[src/rtl/vc_rr_scheduler.sv]
// vc_rr_scheduler: round-robin scheduler that shares one downstream link among
// four first-word-fall-through virtual-channel FIFOs. Each grant pops up to
// BURST_LEN words from one VC, then priority rotates to the next VC.
module vc_rr_scheduler #(
  parameter int DATA_WIDTH = 10,
  parameter int BURST_LEN  = 4
) (
  input  logic                    clk,
  input  logic                    rst,
  input  logic                    enb,
  input  logic [3:0]              empty,
  input  logic [4*DATA_WIDTH-1:0] data_in,
  input  logic                    almost_full,
  output logic [3:0]              pop,
  output logic                    push,
  output logic [DATA_WIDTH-1:0]   data_out,
  output logic [1:0]              vc_out,
  output logic                    busy
);

  typedef enum logic {
    ST_ARB   = 1'b0,
    ST_GRANT = 1'b1
  } state_e;

  localparam logic [3:0] LAST_CNT = 4'(BURST_LEN - 1);

  state_e                  state_q, state_d;
  logic [1:0]              ptr_q, ptr_d;
  logic [1:0]              gnt_q, gnt_d;
  logic [3:0]              cnt_q, cnt_d;
  logic                    push_q, push_d;
  logic [DATA_WIDTH-1:0]   data_q, data_d;
  logic [1:0]              vc_q, vc_d;
  logic                    ok_s;
  logic [3:0]              pop_s;
  logic [DATA_WIDTH-1:0]   head_s [4];

  // First requesting VC found when scanning start, start+1, ... (mod 4).
  function automatic logic [1:0] rr_pick(input logic [3:0] req, input logic [1:0] start);
    logic [1:0] idx;
    logic [1:0] res;
    logic       found;
    res   = start;
    found = 1'b0;
    for (int k = 0; k < 4; k++) begin
      idx = start + 2'(k);
      if (!found && req[idx]) begin
        res   = idx;
        found = 1'b1;
      end
    end
    return res;
  endfunction

  for (genvar i = 0; i < 4; i++) begin : g_head
    assign head_s[i] = data_in[i*DATA_WIDTH +: DATA_WIDTH];
  end

  // Next-state logic: arbitration in ARB, burst counting and exit in GRANT.
  always_comb begin
    state_d = state_q;
    ptr_d   = ptr_q;
    gnt_d   = gnt_q;
    cnt_d   = cnt_q;
    ok_s    = 1'b0;
    case (state_q)
      ST_ARB: begin
        if (enb && (empty != 4'b1111)) begin
          gnt_d   = rr_pick(~empty, ptr_q);
          cnt_d   = 4'd0;
          state_d = ST_GRANT;
        end else begin
          state_d = ST_ARB;
        end
      end
      ST_GRANT: begin
        ok_s = enb & ~empty[gnt_q] & ~almost_full;
        if (ok_s) begin
          cnt_d = cnt_q + 4'd1;
        end else begin
          cnt_d = cnt_q;
        end
        // Backpressure alone only stalls; an emptied VC or a full burst ends the grant.
        if ((ok_s && (cnt_q == LAST_CNT)) || (empty[gnt_q] && enb)) begin
          state_d = ST_ARB;
          ptr_d   = gnt_q + 2'd1;
        end else begin
          state_d = ST_GRANT;
        end
      end
      default: begin
        state_d = ST_ARB;
      end
    endcase
  end

  // One-hot read strobe to the granted VC; forced low while reset is asserted.
  always_comb begin
    pop_s = 4'b0000;
    if (ok_s && rst) begin
      pop_s[gnt_q] = 1'b1;
    end else begin
      pop_s = 4'b0000;
    end
  end

  // Output stage: the popped word is forwarded one cycle later; hold otherwise.
  always_comb begin
    push_d = ok_s;
    if (ok_s) begin
      data_d = head_s[gnt_q];
      vc_d   = gnt_q;
    end else begin
      data_d = data_q;
      vc_d   = vc_q;
    end
  end

  // State and output registers; enb=0 freezes everything because ok_s is low.
  always_ff @(posedge clk or negedge rst) begin
    if (!rst) begin
      state_q <= ST_ARB;
      ptr_q   <= 2'd0;
      gnt_q   <= 2'd0;
      cnt_q   <= 4'd0;
      push_q  <= 1'b0;
      data_q  <= '0;
      vc_q    <= 2'd0;
    end else begin
      state_q <= state_d;
      ptr_q   <= ptr_d;
      gnt_q   <= gnt_d;
      cnt_q   <= cnt_d;
      push_q  <= push_d;
      data_q  <= data_d;
      vc_q    <= vc_d;
    end
  end

  assign pop      = pop_s;
  assign push     = push_q;
  assign data_out = data_q;
  assign vc_out   = vc_q;
  assign busy     = (state_q == ST_GRANT);

endmodule

[config.mk]
export PLATFORM = sky130hd
export DESIGN_NAME = vc_rr_scheduler
export DESIGN_NICKNAME = d
export VERILOG_FILES = /design/src/rtl/vc_rr_scheduler.sv
export SDC_FILE = /design/constraint.sdc
export NUM_CORES = 1
export LEC_CHECK = 0
export BUFFER_PORTS_ARGS = -buffer_cell sky130_fd_sc_hd__buf_2
export CAP_MARGIN = 15
export CORE_ASPECT_RATIO = 1.25
export CORE_UTILIZATION = 46
export CTS_CLUSTER_SIZE = 40
export DETAILED_ROUTE_END_ITERATION = 6
export GPL_ROUTABILITY_DRIVEN = 1
export HOLD_SLACK_MARGIN = 0.02
export PLACE_DENSITY = 0.79
export SYNTH_ARGS = -nofsm -noshare
export SYNTH_HDL_FRONTEND = slang
export SYNTH_SLANG_ARGS = --single-unit
[constraint.sdc]
create_clock -name clk -period 2.2 [get_ports clk]
set_input_delay 0.33 -clock clk [delete_from_list [all_inputs] [get_ports clk]]
set_output_delay 0.33 -clock clk [all_outputs]
set_load 0.1 [all_outputs]
# After elaboration in Yosys (flattened, before gate mapping)
# Cells that the tools add are included.
dict set report totals {
  input_bits 48
  output_inout_bits 18
  reg_bits 22
  word_cells 80
}
dict set report op_classes {
  reduce_logical 15
  n_eq_ne 4
  mux 35
  n_bitwise 7
  n_lt_le_gt_ge 7
  add_sub_neg 5
}
# operator count
set op_table {}
lappend op_table {{$bmux W10 S2} 1}
lappend op_table {{$mux W10} 2}
lappend op_table {{$mux W1} 18}
lappend op_table {{$lt A2 B3 Y1 const B} 5}
lappend op_table {{$mux W4} 3}
lappend op_table {{$bmux W1 S2} 5}
lappend op_table {{$logic_and A1 B1 Y1} 8}
lappend op_table {{$pmux W4 S2} 1}
lappend op_table {{$mux W2} 3}
lappend op_table {{$reduce_and A2 Y1} 3}
lappend op_table {{$add A2 B1 Y2 const B} 2}
lappend op_table {{$add A2 B2 Y2 const B} 2}
lappend op_table {{$add A4 B1 Y4 const B} 1}
lappend op_table {{$eq A4 B2 Y1 const B} 1}
lappend op_table {{$ne A4 B4 Y1 const B} 1}
lappend op_table {{$not A4 Y4} 1}
lappend op_table {{$ge A3 B3 Y1 const B} 1}
lappend op_table {{$logic_not A1 Y1} 3}
lappend op_table {{$not A1 Y1} 3}
lappend op_table {{$not A2 Y3} 1}
lappend op_table {{$and A1 B1 Y1} 2}
lappend op_table {{$demux W1 S2} 1}
lappend op_table {{$ge A2 B1 Y1 const B} 1}
lappend op_table {{$ne A2 B1 Y1 const B} 1}
lappend op_table {{other kinds (3)} 3}

# Longest topological paths before layout
# Gate-level depths: netlist of the first run.
dict set report logic_depth {
  word_depth 19
  mapped_depth 7
  ltp_nobuf 5
}

# Worst setup path before layout of the first run
# No wires, ideal clock.
dict set report synth_path {
  kind {register to output}
  from {register state_q (netlist: busy)}
  to {output port pop[0]}
  t_required_ns 1.870
  arrival_ns 2.811
  stages_incl_launch_ff 7
  n_path_buf 1
  slack_ns -0.941
  cell_sequence {dfrtp_1 -> nand2_1 -> nor4_4 -> nor2_4 -> inv_6 -> buf_12 -> and3_1}
}
dict set report synth_between {
  elab_chain_cells 3
}
# element line
set synth_lines {}
lappend synth_lines {{start, declared} 28} ;# state_e state_q, state_d;
lappend synth_lines {{start signal, assigned} 131} ;# state_q <= state_d;
lappend synth_lines {{$mux W1} 67} ;# case (state_q)
lappend synth_lines {{named net ok_s} 35} ;# logic ok_s;
lappend synth_lines {{$logic_and A1 B1 Y1} 101} ;# if (ok_s && rst) begin
lappend synth_lines {{$mux W4} 101}
lappend synth_lines {{end, declared} 14} ;# output logic [3:0] pop,
# The timed path passes the listed nets, and every way through them passes these cells.

# Final worst setup path of the first run
dict set report layout_path {
  from {register gnt_q[0]}
  to {output port pop[2]}
}
dict set report layout_between {
  elab_chain_cells 8
  elab_cells_between_ends 13
  classes_between {order compare (2); mux (6); bitwise (3); reduce/logical (2)}
}
# element line
set layout_lines {}
lappend layout_lines {{start, declared} 30} ;# logic [1:0] gnt_q, gnt_d;
lappend layout_lines {{start signal, assigned} 133} ;# gnt_q <= gnt_d;
lappend layout_lines {{$bmux W1 S2} 78} ;# ok_s = enb & ~empty[gnt_q] & ~almost_full;
lappend layout_lines {{$mux W1 (not written as such)} 78}
lappend layout_lines {{$not A1 Y1} 78}
lappend layout_lines {{$and A1 B1 Y1 (2 in series)} 78}
lappend layout_lines {{$mux W1} 67}
lappend layout_lines {{$logic_and A1 B1 Y1} 101}
lappend layout_lines {{$mux W4 (*)} 101}
# Every way passes the cells marked *; elsewhere a longest branch is shown, timed or not. The select of a mux whose other input is x is not followed.

==> qor.yml, run 1 <==
status:
  status: "completed"
global_route:
  grt_overflow: 0
  grt_pass1_vias: 1302
  grt.total_usage_pct: 24.1
  antenna_found_initial: 0
  grt_pass1_wl_um: 5910
  grt_start_max_net_pins: 17
power:
  total_power_mw: 2.92
  power.density_nw_per_um2: 1480
  vdd_drop_max_uv: 1190
  leakagePower_nw: 0.955
sta:
  maxSlewHeadroom_pct: 63.9
  worst_clock_skew_ns: 0.00164
  final_max_slew_viol_count: 0
  timing.final.crit_share_pct: 98.9
  hold_viol: 0
  setup_viol: 0
  rsz0062_at_grt: "yes"
  worst_slew_pin_slew_ns: 0.537
  holdWs_ns: 0.0493
  max_freq_mhz: 459
  finalSetupTns_ns: 0
  post-route-min-period_ns: 2.18
cts:
  htreeDepth: 1
  numCtsBuffers: 3
  cts_tree: "done"
  cts.path.max_buffers: 2
  worstSkewPairLatency_ns: 0.31
  clkSinkCount: 22
  clk_pin_slew_ns: 0.13
  root_buffer: "clkbuf_4"
worst_setup_path:
  path_class: "flop to output pin"
  cp_max_fo: 5
  worstPathRequired_ns: 1.87
  rr_worst_depth: 7
  rr_startpoint: "gnt_q[0]$_DFFE_PN0P_"
  crit_start: "gnt_q[0]$_DFFE_PN0P_"
  cp_data_arrival_time_ns: 1.85
  crit_path_start_kind: "flop"
  end_kind: "output pin"
floorplan:
  ios: 66
  die_w_um: 51.9
  fp.dieH_um: 64.4
  core_sq_um: 2950
  num_rows: 22
  initial_utilization_pct: 48.6
  dieArea_sq_um: 3340
drt:
  drt-met1-wl_um: 1410
  top_layer: "met4"
  drtIter0Drc: 23
  drt_wl_total_um: 3640
  viasPerCell: 5.59
  route.met3.wl_um: 267
  wl_met2_um: 1920
  drc: 0
  wl_per_cell_um: 16.4
  vias: 1240
  postRouteAntennaNets: 0
  drt_pass1_iterations: 4
synthesis:
  synth_seq_area_share_pct: 38.4
  ys_seq_elements: 22
  synthAdderAreaFrac_pct: 4.37
  synth_xor_area_share_pct: 0
  yosysUniqueCellTypes: 37
  synth_nets: 162
  yosysWarningCount: 0
  synthMuxAreaShare_pct: 31.9
  synthCells: 109
  syn_avg_cell_area_sq_um: 13.1
  ys.flop_type: "dfrtp_1"
  synth_enable_flop_cells: 0
  synth-compound-area-share_pct: 9.08
  mappedNetlistArea_sq_um: 1430
  synth_top_family_by_area: "multiplexers"
  synthSimpleGateAreaFrac_pct: 11.8
  ys_async_sr_fraction_pct: 100
final_layout:
  multiInputGateArea_sq_um: 845
  seq_area_sq_um: 554
  num_antenna_cells: 0
  postLayoutCellArea_sq_um: 1980
  final_nets: 240
  n_fill_cell: 204
  finalNonFillerCells: 222
  syn_to_final_growth_pct: 38.3
  layout-drive-gt1-share_pct: 62.9
min_path:
  hold_class: "primary input to async pin"
placed_design:
  place_inst: 211
  numPortBuffers: 65
  globalplace.congestion: 0.818
  dpl.hpwl_um: 2770
  placed_area_sq_um: 1890
flow_run:
  max_cap_violations: 0
[kinds of logic after synthesis]
logic type / after synthesis
adders and majority gates: 5
buffers and inverters: 9
AOI/OAI and AO/OA: 19
DFF: 22
and+or+nand+nor: 25
muxes: 29
[critical path: stages, from the launching register on]
cell,delay (ns)
dfrtp_1,0.44
mux2_4,0.35
nor4_4,0.23
nor2_4,0.09
clkinv_4,0.07
and3_4,0.19
buf_12,0.17
[synth_stat cells, types with 3 or more instances]
cell type,number,area share [%]
and3_1,4,1.7
dfrtp_1,22,38
mux2_4,6,6.3
o21ai_0,7,2.4
inv_1,3,0.79
mux2_2,8,6.3
ha_1,5,4.4
o22ai_1,3,1.3
mux2i_1,4,2.8
mux4_2,10,16
nand2_1,7,1.8
[path summary, 6_finish.rpt]
path	slack, ns	endpoint
worst min register to register	0.49	cnt_q[3]$_DFFE_PN0P_
worst min-delay path	0.05	data_out[1]$_DFFE_PN0P_
min in group clk	0.38	vc_out[1]$_DFFE_PN0P_
max in group asynchronous	1.41	busy$_DFF_PN0_
worst max-delay path	0.02	pop[2]
worst max register to register	0.28	data_out[2]$_DFFE_PN0P_
[registers in the layout (all words and copies together) (netlist names)]
signal / count
data_out: 10
cnt_q: 4
gnt_q: 2
ptr_q: 2
vc_out: 2
busy: 1
push: 1
[final cells by class]
cell class,instances,area share (%)
clock buffer,4,1.83
timing repair buffer,77,24.1
sequential,22,28.0
inverter,5,1.20
multi-input combinational,78,42.6
tap,36,2.27
[repair_timing]
| item | in CTS | in global routing |
|---|---|---|
| endpoints found under the setup margin | 4 | 4 |
| pin swaps | 4 | 3 |
| setup buffers | 5 | 2 |
| hold buffers | 1 | 0 |
| hold endpoints to repair | 6 | 0 |
| resized for setup | 1 | 1 |
[layer usage]
layer,global-route usage (%),vias to the layer above
li1,-,574
met1,25.7,599
met2,44.6,62
met3,2.38,5
met4,12.5,0
met5,0,-
[through the flow]
step	util (%)	setup slack, ns
final	67.3	0.0233
after global routing	67.3	-0.0386
after CTS	67.0	-0.0844
after detailed placement	64.1	0.120
after global placement	64.1	0.188
after floorplan	-	0.0186
[where the power goes]
group	switching (mW)	internal, mW
Combinational	1.37	0.605
Sequential	0.136	0.581
Clock	0.128	0.101
[cells in the final DEF, fill, tap and decap left out, types with 2 or more instances in the layout]
| cell type | instances |
|---|---|
| inv_1 | 3 |
| mux2_2 | 7 |
| nor2_1 | 2 |
| mux2i_1 | 4 |
| nor4_4 | 2 |
| o21ai_0 | 7 |
| nand2_1 | 6 |
| buf_4 | 11 |
| nand2b_1 | 2 |
| dfrtp_1 | 21 |
| mux2_4 | 7 |
| buf_2 | 61 |
| clkbuf_4 | 3 |
| mux4_2 | 10 |
| and3_4 | 4 |
| o22ai_1 | 3 |
| o21a_1 | 2 |
| buf_12 | 4 |
| ha_1 | 5 |
Note: power is estimated with default switching activity, not from simulation.
==> run 2: changes to the inputs <==
--- a/config.mk
+++ b/config.mk
@@ -14,6 +14,7 @@
 export GPL_ROUTABILITY_DRIVEN = 1
 export HOLD_SLACK_MARGIN = 0.02
 export PLACE_DENSITY = 0.79
+export REMOVE_ABC_BUFFERS = 1
 export SYNTH_ARGS = -nofsm -noshare
 export SYNTH_HDL_FRONTEND = slang
 export SYNTH_SLANG_ARGS = --single-unit
==> constraint.sdc (replaced) <==
create_clock -name clk -period 2.2 [get_ports clk]
set_input_delay 0.44 -clock clk [delete_from_list [all_inputs] [get_ports clk]]
set_output_delay 0.44 -clock clk [all_outputs]
set_load 0.1 [all_outputs]
==> run 2 against run 1 <==
  * The flow now finishes with violations (negative setup slack)
  * First-iteration DRC count shrank 48%
  * Critical path depth is the same
  * Fmax shrank 8.7%
  * Register-to-register slack lost 0.13 ns
  * Sequential power grew 0.6%
  * Wire length shrank 0.49%
  * Clock skew grew 0.0011 ns
  * Critical endpoint is now pop[1]
==> qor.yml, run 2 (synthesis results as in run 1) <==
status:
  status: "complete, but fails checks"
  failed_checks: "negative setup slack"
sta:
  worst_clock_skew_ns: 0.00274
  max_freq_mhz: 420
  rsz0062_at_grt: "yes"
  setup_viol: 4
  setup_ws_ns: -0.183
  maxSlewHeadroom_pct: 62.2
  worst_slew_pin_slew_ns: 0.562
  hold_viol: 0
  final_max_slew_viol_count: 0
  timing.final.crit_share_pct: 108
  post-route-min-period_ns: 2.38
final_layout:
  finalNonFillerCells: 227
  final_common_cell: "buf_2"
  layout_common_cells: "buf_2, dfrtp_1, buf_4"
  largest_register_ff_count: 10
  syn_to_final_growth_pct: 40.8
  final_nets: 245
  multiInputGateArea_sq_um: 842
  seq_area_sq_um: 551
  n_fill_cell: 221
  layout-drive-gt1-share_pct: 62.8
  fin_util_pct: 68.5
  num_antenna_cells: 0
drt:
  drt_wl_total_um: 3620
  drt_pass1_iterations: 4
  wl_per_cell_um: 16.0
  drc: 0
  vias: 1231
  drtIter0Drc: 12
  postRouteAntennaNets: 0
  viasPerCell: 5.42
placed_design:
  globalplace.congestion: 0.749
  dpl.hpwl_um: 2780
  numPortBuffers: 65
  place_inst: 215
global_route:
  antenna_found_initial: 0
  grt.total_usage_pct: 24.2
  grt_pass1_vias: 1324
  grt_pass1_wl_um: 6000
  grt_start_max_net_pins: 16
  grt_overflow: 0
cts:
  cts_tree: "done"
  htreeDepth: 1
  numCtsBuffers: 3
  cts.path.max_buffers: 2
  clk_pin_slew_ns: 0.12
  worstSkewPairLatency_ns: 0.30
  clkSinkCount: 22
  root_buffer: "clkbuf_4"
worst_setup_path:
  crit_path_start_kind: "flop"
  path_class: "flop to output pin"
  worstPathRequired_ns: 1.76
  end_kind: "output pin"
  cp_data_arrival_time_ns: 1.94
  cp_max_fo: 5
floorplan:
  core_sq_um: 2950
  fp.dieH_um: 64.4
  initial_utilization_pct: 48.6
  die_w_um: 51.9
  ios: 66
  dieArea_sq_um: 3340
  num_rows: 22
power:
  power.density_nw_per_um2: 1450
  vdd_drop_max_uv: 1100
  total_power_mw: 2.93
  leakagePower_nw: 0.982
min_path:
  hold_class: "primary input to async pin"
flow_run:
  max_cap_violations: 0
run 2: changes by cell type in the layout (fill, tap and decap cells not counted), sizes merged:
| cell | change |
|---|---|
| buf | +5 |
run 2: layout make-up:
type / count / share of cell area (%)
Multi-Input combinational cell: 78 / 41.7
Sequential cell: 22 / 27.3
Timing Repair Buffer: 82 / 25.7
Tap cell: 36 / 2.23
Clock buffer: 4 / 1.80
Inverter: 5 / 1.18
run 2: what timing repair did:
action                     4_1_cts  5_1_grt
setup endpoints to repair        4        4
pin swaps                        7        0
gates resized for setup          5        2
hold buffers                     1        0
buffers inserted                 6        1
hold endpoints to repair         7        0
run 2: critical path, stage by stage (launching register included):
cell and delay [ns]:
dfrtp_1 0.44, mux2_4 0.34, nor4_4 0.34, nor2_4 0.09, clkinv_4 0.07, and3_4 0.19
buf_12 0.17
run 2: metal layers:
layer / up-vias / part of all wire, % / track usage [%]
met4: 0 / 2.8 / 10.8
met2: 40 / 56 / 43.8
li1: 584 / - / -
met5: - / 0 / 0
met3: 8 / 4.1 / 3.33
met1: 599 / 37 / 26.9
run 2: final timing paths:
| kind | start | endpoint | slack, ns | cells past startpoint |
|---|---|---|---|---|
| max | gnt_q[0]$_DFFE_PN0P_ | pop[1] | -0.18 | 6 |
| min | rst | vc_out[0]$_DFFE_PN0P_ | 0.19 | 2 |
| max reg2reg | gnt_q[0]$_DFFE_PN0P_ | data_out[2]$_DFFE_PN0P_ | 0.15 | 7 |
| min reg2reg | cnt_q[3]$_DFFE_PN0P_ | cnt_q[3]$_DFFE_PN0P_ | 0.48 | 1 |
| max in group asynchronous | rst | data_out[9]$_DFFE_PN0P_ | 1.26 | 2 |
| min in group clk | cnt_q[3]$_DFFE_PN0P_ | cnt_q[3]$_DFFE_PN0P_ | 0.48 | 1 |
run 2: through the flow:
| step | worst slack, ns | hold slack, ns | TNS (ns) | cell area [sq um] |
|---|---|---|---|---|
| after global placement | 0.0523 | 0.319 | 0 | 1890 |
| after global routing | -0.267 | 0.196 | -1.06 | 2020 |
| after detailed placement | 0.0179 | 0.326 | 0 | 1890 |
| after floorplan | -0.982 | 0.144 | -5.71 | 1390 |
| after CTS | -0.162 | 0.191 | -0.638 | 2010 |
| final | -0.183 | 0.191 | -0.717 | 2020 |
run 2: where the power goes:
group          leakage, nW  internal [mW]  switching [mW]
clock network       0.0210          0.101           0.118
registers            0.270          0.575           0.146
logic                0.691          0.628            1.36
==> run 3: changes to the inputs <==
--- a/config.mk
+++ b/config.mk
@@ -5,15 +5,15 @@
 export SDC_FILE = /design/constraint.sdc
 export NUM_CORES = 1
 export LEC_CHECK = 0
-export BUFFER_PORTS_ARGS = -buffer_cell sky130_fd_sc_hd__buf_2
+export ABC_AREA = 1
 export CAP_MARGIN = 15
 export CORE_ASPECT_RATIO = 1.25
-export CORE_UTILIZATION = 46
+export CORE_UTILIZATION = 49
 export CTS_CLUSTER_SIZE = 40
 export DETAILED_ROUTE_END_ITERATION = 6
+export DONT_BUFFER_PORTS = 1
 export GPL_ROUTABILITY_DRIVEN = 1
 export HOLD_SLACK_MARGIN = 0.02
-export PLACE_DENSITY = 0.79
 export REMOVE_ABC_BUFFERS = 1
 export SYNTH_ARGS = -nofsm -noshare
 export SYNTH_HDL_FRONTEND = slang
==> run 3 against run 2 <==
  * The run now ends clean
  * Clock power is 43% higher
  * Largest cell class unchanged
  * Fmax grew 14%
  * Global-route usage down 0.60 points
  * Sequential share of layout area is 2.4 points higher
==> qor.yml, run 3 <==
synthesis:
  synth_most_common_cell: "nand2_1"
  synth_top_area_cell: "dfrtp_1"
  synthAdderAreaFrac_pct: 4.04
  yosysUniqueCellTypes: 23
  ys_async_sr_fraction_pct: 100
  synth_common_cells: "nand2_1, nor2_1, o21ai_0"
  yosysWarningCount: 0
  synthCells: 238
  ys_seq_elements: 22
  synth_seq_area_share_pct: 35.5
  synthSimpleGateAreaFrac_pct: 37.5
  mappedNetlistArea_sq_um: 1550
  syn_avg_cell_area_sq_um: 6.51
  synth_top_family_by_area: "simple AND/OR/NAND/NOR gates"
  synth_enable_flop_cells: 0
  synth_xor_area_share_pct: 0
  synthMuxAreaShare_pct: 0
  synth-compound-area-share_pct: 14.7
  synth_top_area_share_pct: 35.5
  synthTopCellsByArea: "dfrtp_1, nand2_1, nor2_1, o21ai_0, ha_1"
  ys.flop_type: "dfrtp_1"
power:
  leakagePower_nw: 0.940
  switching_power_mw: 2.03
  internal_power_mw: 1.39
  clkPwrFrac_pct: 9.2
  power_frac_seq_pct: 20.4
  sw_frac_of_total_pct: 59.3
  vdd_drop_max_uv: 959
  p_comb_share_pct: 70.4
  power.density_nw_per_um2: 1840
floorplan:
  ios: 66
  core_sq_um: 2970
  num_rows: 22
  dieArea_sq_um: 3390
  fp.dieH_um: 64.9
  die_w_um: 52.3
  initial_utilization_pct: 52.1
global_route:
  grt_overflow: 0
  grt_start_max_net_pins: 23
  grt_pass1_vias: 1485
  grt_pass1_wl_um: 6120
  antenna_found_initial: 0
  grt.total_usage_pct: 23.6
cts:
  clkSinkCount: 22
  worstSkewPairLatency_ns: 0.31
  numCtsBuffers: 3
  root_buffer: "clkbuf_4"
  cts.path.max_buffers: 2
  cts_tree: "done"
  htreeDepth: 1
  clk_pin_slew_ns: 0.13
worst_setup_path:
  worst-path-buf-inv: 4
  rr_startpoint: "ptr_q[0]$_DFFE_PN0P_"
  rr_worst_depth: 11
  slowest_stage: "dfrtp_2"
  rr_endpoint: "gnt_q[1]$_DFFE_PN0P_"
  path_cells: "buf_4 > buf_4 > ha_1 > inv_1 > nor2_2 > buf_12"
  crit_family: "buffers and inverters"
  end_kind: "output pin"
  cpPeakStageDelay_ns: 0.41
  cp_max_fo: 20
  timing.critical_path.mode_cell: "buf_4"
  path_class: "flop to output pin"
  rrSetupSlack_ns: 0.56
  cp_data_arrival_time_ns: 1.66
  crit_path_start_kind: "flop"
  worstPathRequired_ns: 1.76
sta:
  worst_clock_skew_ns: 0.00501
  setup_viol: 0
  timing.final.crit_share_pct: 95.3
  final_max_slew_viol_count: 0
  finalSetupTns_ns: 0
  post-route-min-period_ns: 2.10
  holdWs_ns: 0.360
  worst_slew_pin_slew_ns: 1.01
  maxSlewHeadroom_pct: 32.3
  max_freq_mhz: 477
  hold_viol: 0
  rsz0062_at_grt: "no"
status:
  status: "completed"
drt:
  drt_wl_total_um: 3710
  drc: 0
  wl_per_cell_um: 12.7
  postRouteAntennaNets: 0
  viasPerCell: 5.28
  drt_pass1_iterations: 5
  drtIter0Drc: 30
  vias: 1547
flow_run:
  max_cap_violations: 0
min_path:
  hold_path_startpoint: "data_in[18]"
  holdPathStages: 2
  hold_class: "primary input to flop"
  holdPathEnd: "data_out[8]$_DFFE_PN0P_"
final_layout:
  final_common_cell: "nand2_1"
  fin_util_pct: 62.6
  layout_common_cells: "nand2_1, nor2_1, o21ai_0"
  syn_to_final_growth_pct: 20.1
  final_nets: 311
  num_antenna_cells: 0
  largest_register_ff_count: 10
  layout-drive-gt1-share_pct: 18.7
placed_design:
  globalplace.congestion: 0.856
  numPortBuffers: 0
  dpl.hpwl_um: 2840
-- run 3: power groups by stage --
stage	Clock, mW	Combinational, mW	Sequential (mW)
2_1_floorplan	0	0.932	1.61
3_3_place_gp	0	2.33	0.702
3_5_place_dp	0	2.37	0.711
4_1_cts	0.319	2.39	0.704
5_1_grt	0.334	2.61	0.719
6_report	0.313	2.41	0.699
-- run 3: per-layer routing --
metal / part of all wire (%) / wire length (um) / up-vias / global-route usage (%)
met1: 41 / 1510 / 701 / 25.7
met2: 54 / 2010 / 42 / 45.7
li1: - / - / 802 / -
met5: 0 / 0 / - / 0
met4: 0.51 / 19 / 0 / 5.92
met3: 4.4 / 164 / 2 / 2.82
-- run 3: cells by family after synthesis --
group           Yosys count
fa+ha+maj                 5
compound gates           43
buf+inv                  30
simple gates            138
flops                    22
-- run 3: final cells by class --
type                    count  area, sq um
well taps                  36         45.0
clock inverters             1         30.0
clock buffers               3         22.5
repair buffers             26          248
multi-input cells         186          888
flip-flops and latches     22          552
inverters                  19         75.1
fillers                   284         1110
-- run 3: what timing repair did --
item                                   CTS  global route
setup endpoints to repair                0             4
hold buffers                             1             0
buffers inserted                         0             1
gates resized for setup                  0             4
endpoints found under the hold margin   22             0
-- run 3: metrics by stage --
| stage | std cells | instance area, sq um | setup WS [ns] | power [mW] |
|---|---|---|---|---|
| after CTS | 292 | 1840 | 0.0114 | 3.41 |
| after floorplan | 227 | 1490 | -1.27 | 2.54 |
| after global routing | 293 | 1860 | 0.00563 | 3.66 |
| final | 293 | 1860 | 0.104 | 3.42 |
| after detailed placement | 287 | 1780 | 0.393 | 3.09 |
| after global placement | 287 | 1780 | 0.433 | 3.03 |
-- run 3: worst max path at each step --
stage	from	to	slack, ns	depth (start not counted)
CTS	gnt_q[0]$_DFFE_PN0P_	pop[1]	0.01	8
floorplan	busy$_DFF_PN0_	pop[0]	-1.27	6
finish	gnt_q[0]$_DFFE_PN0P_	pop[3]	0.10	6
global placement	gnt_q[0]$_DFFE_PN0P_	pop[2]	0.43	8
detailed placement	gnt_q[0]$_DFFE_PN0P_	pop[1]	0.39	8
global route	gnt_q[1]$_DFFE_PN0P_	pop[3]	0.006	9
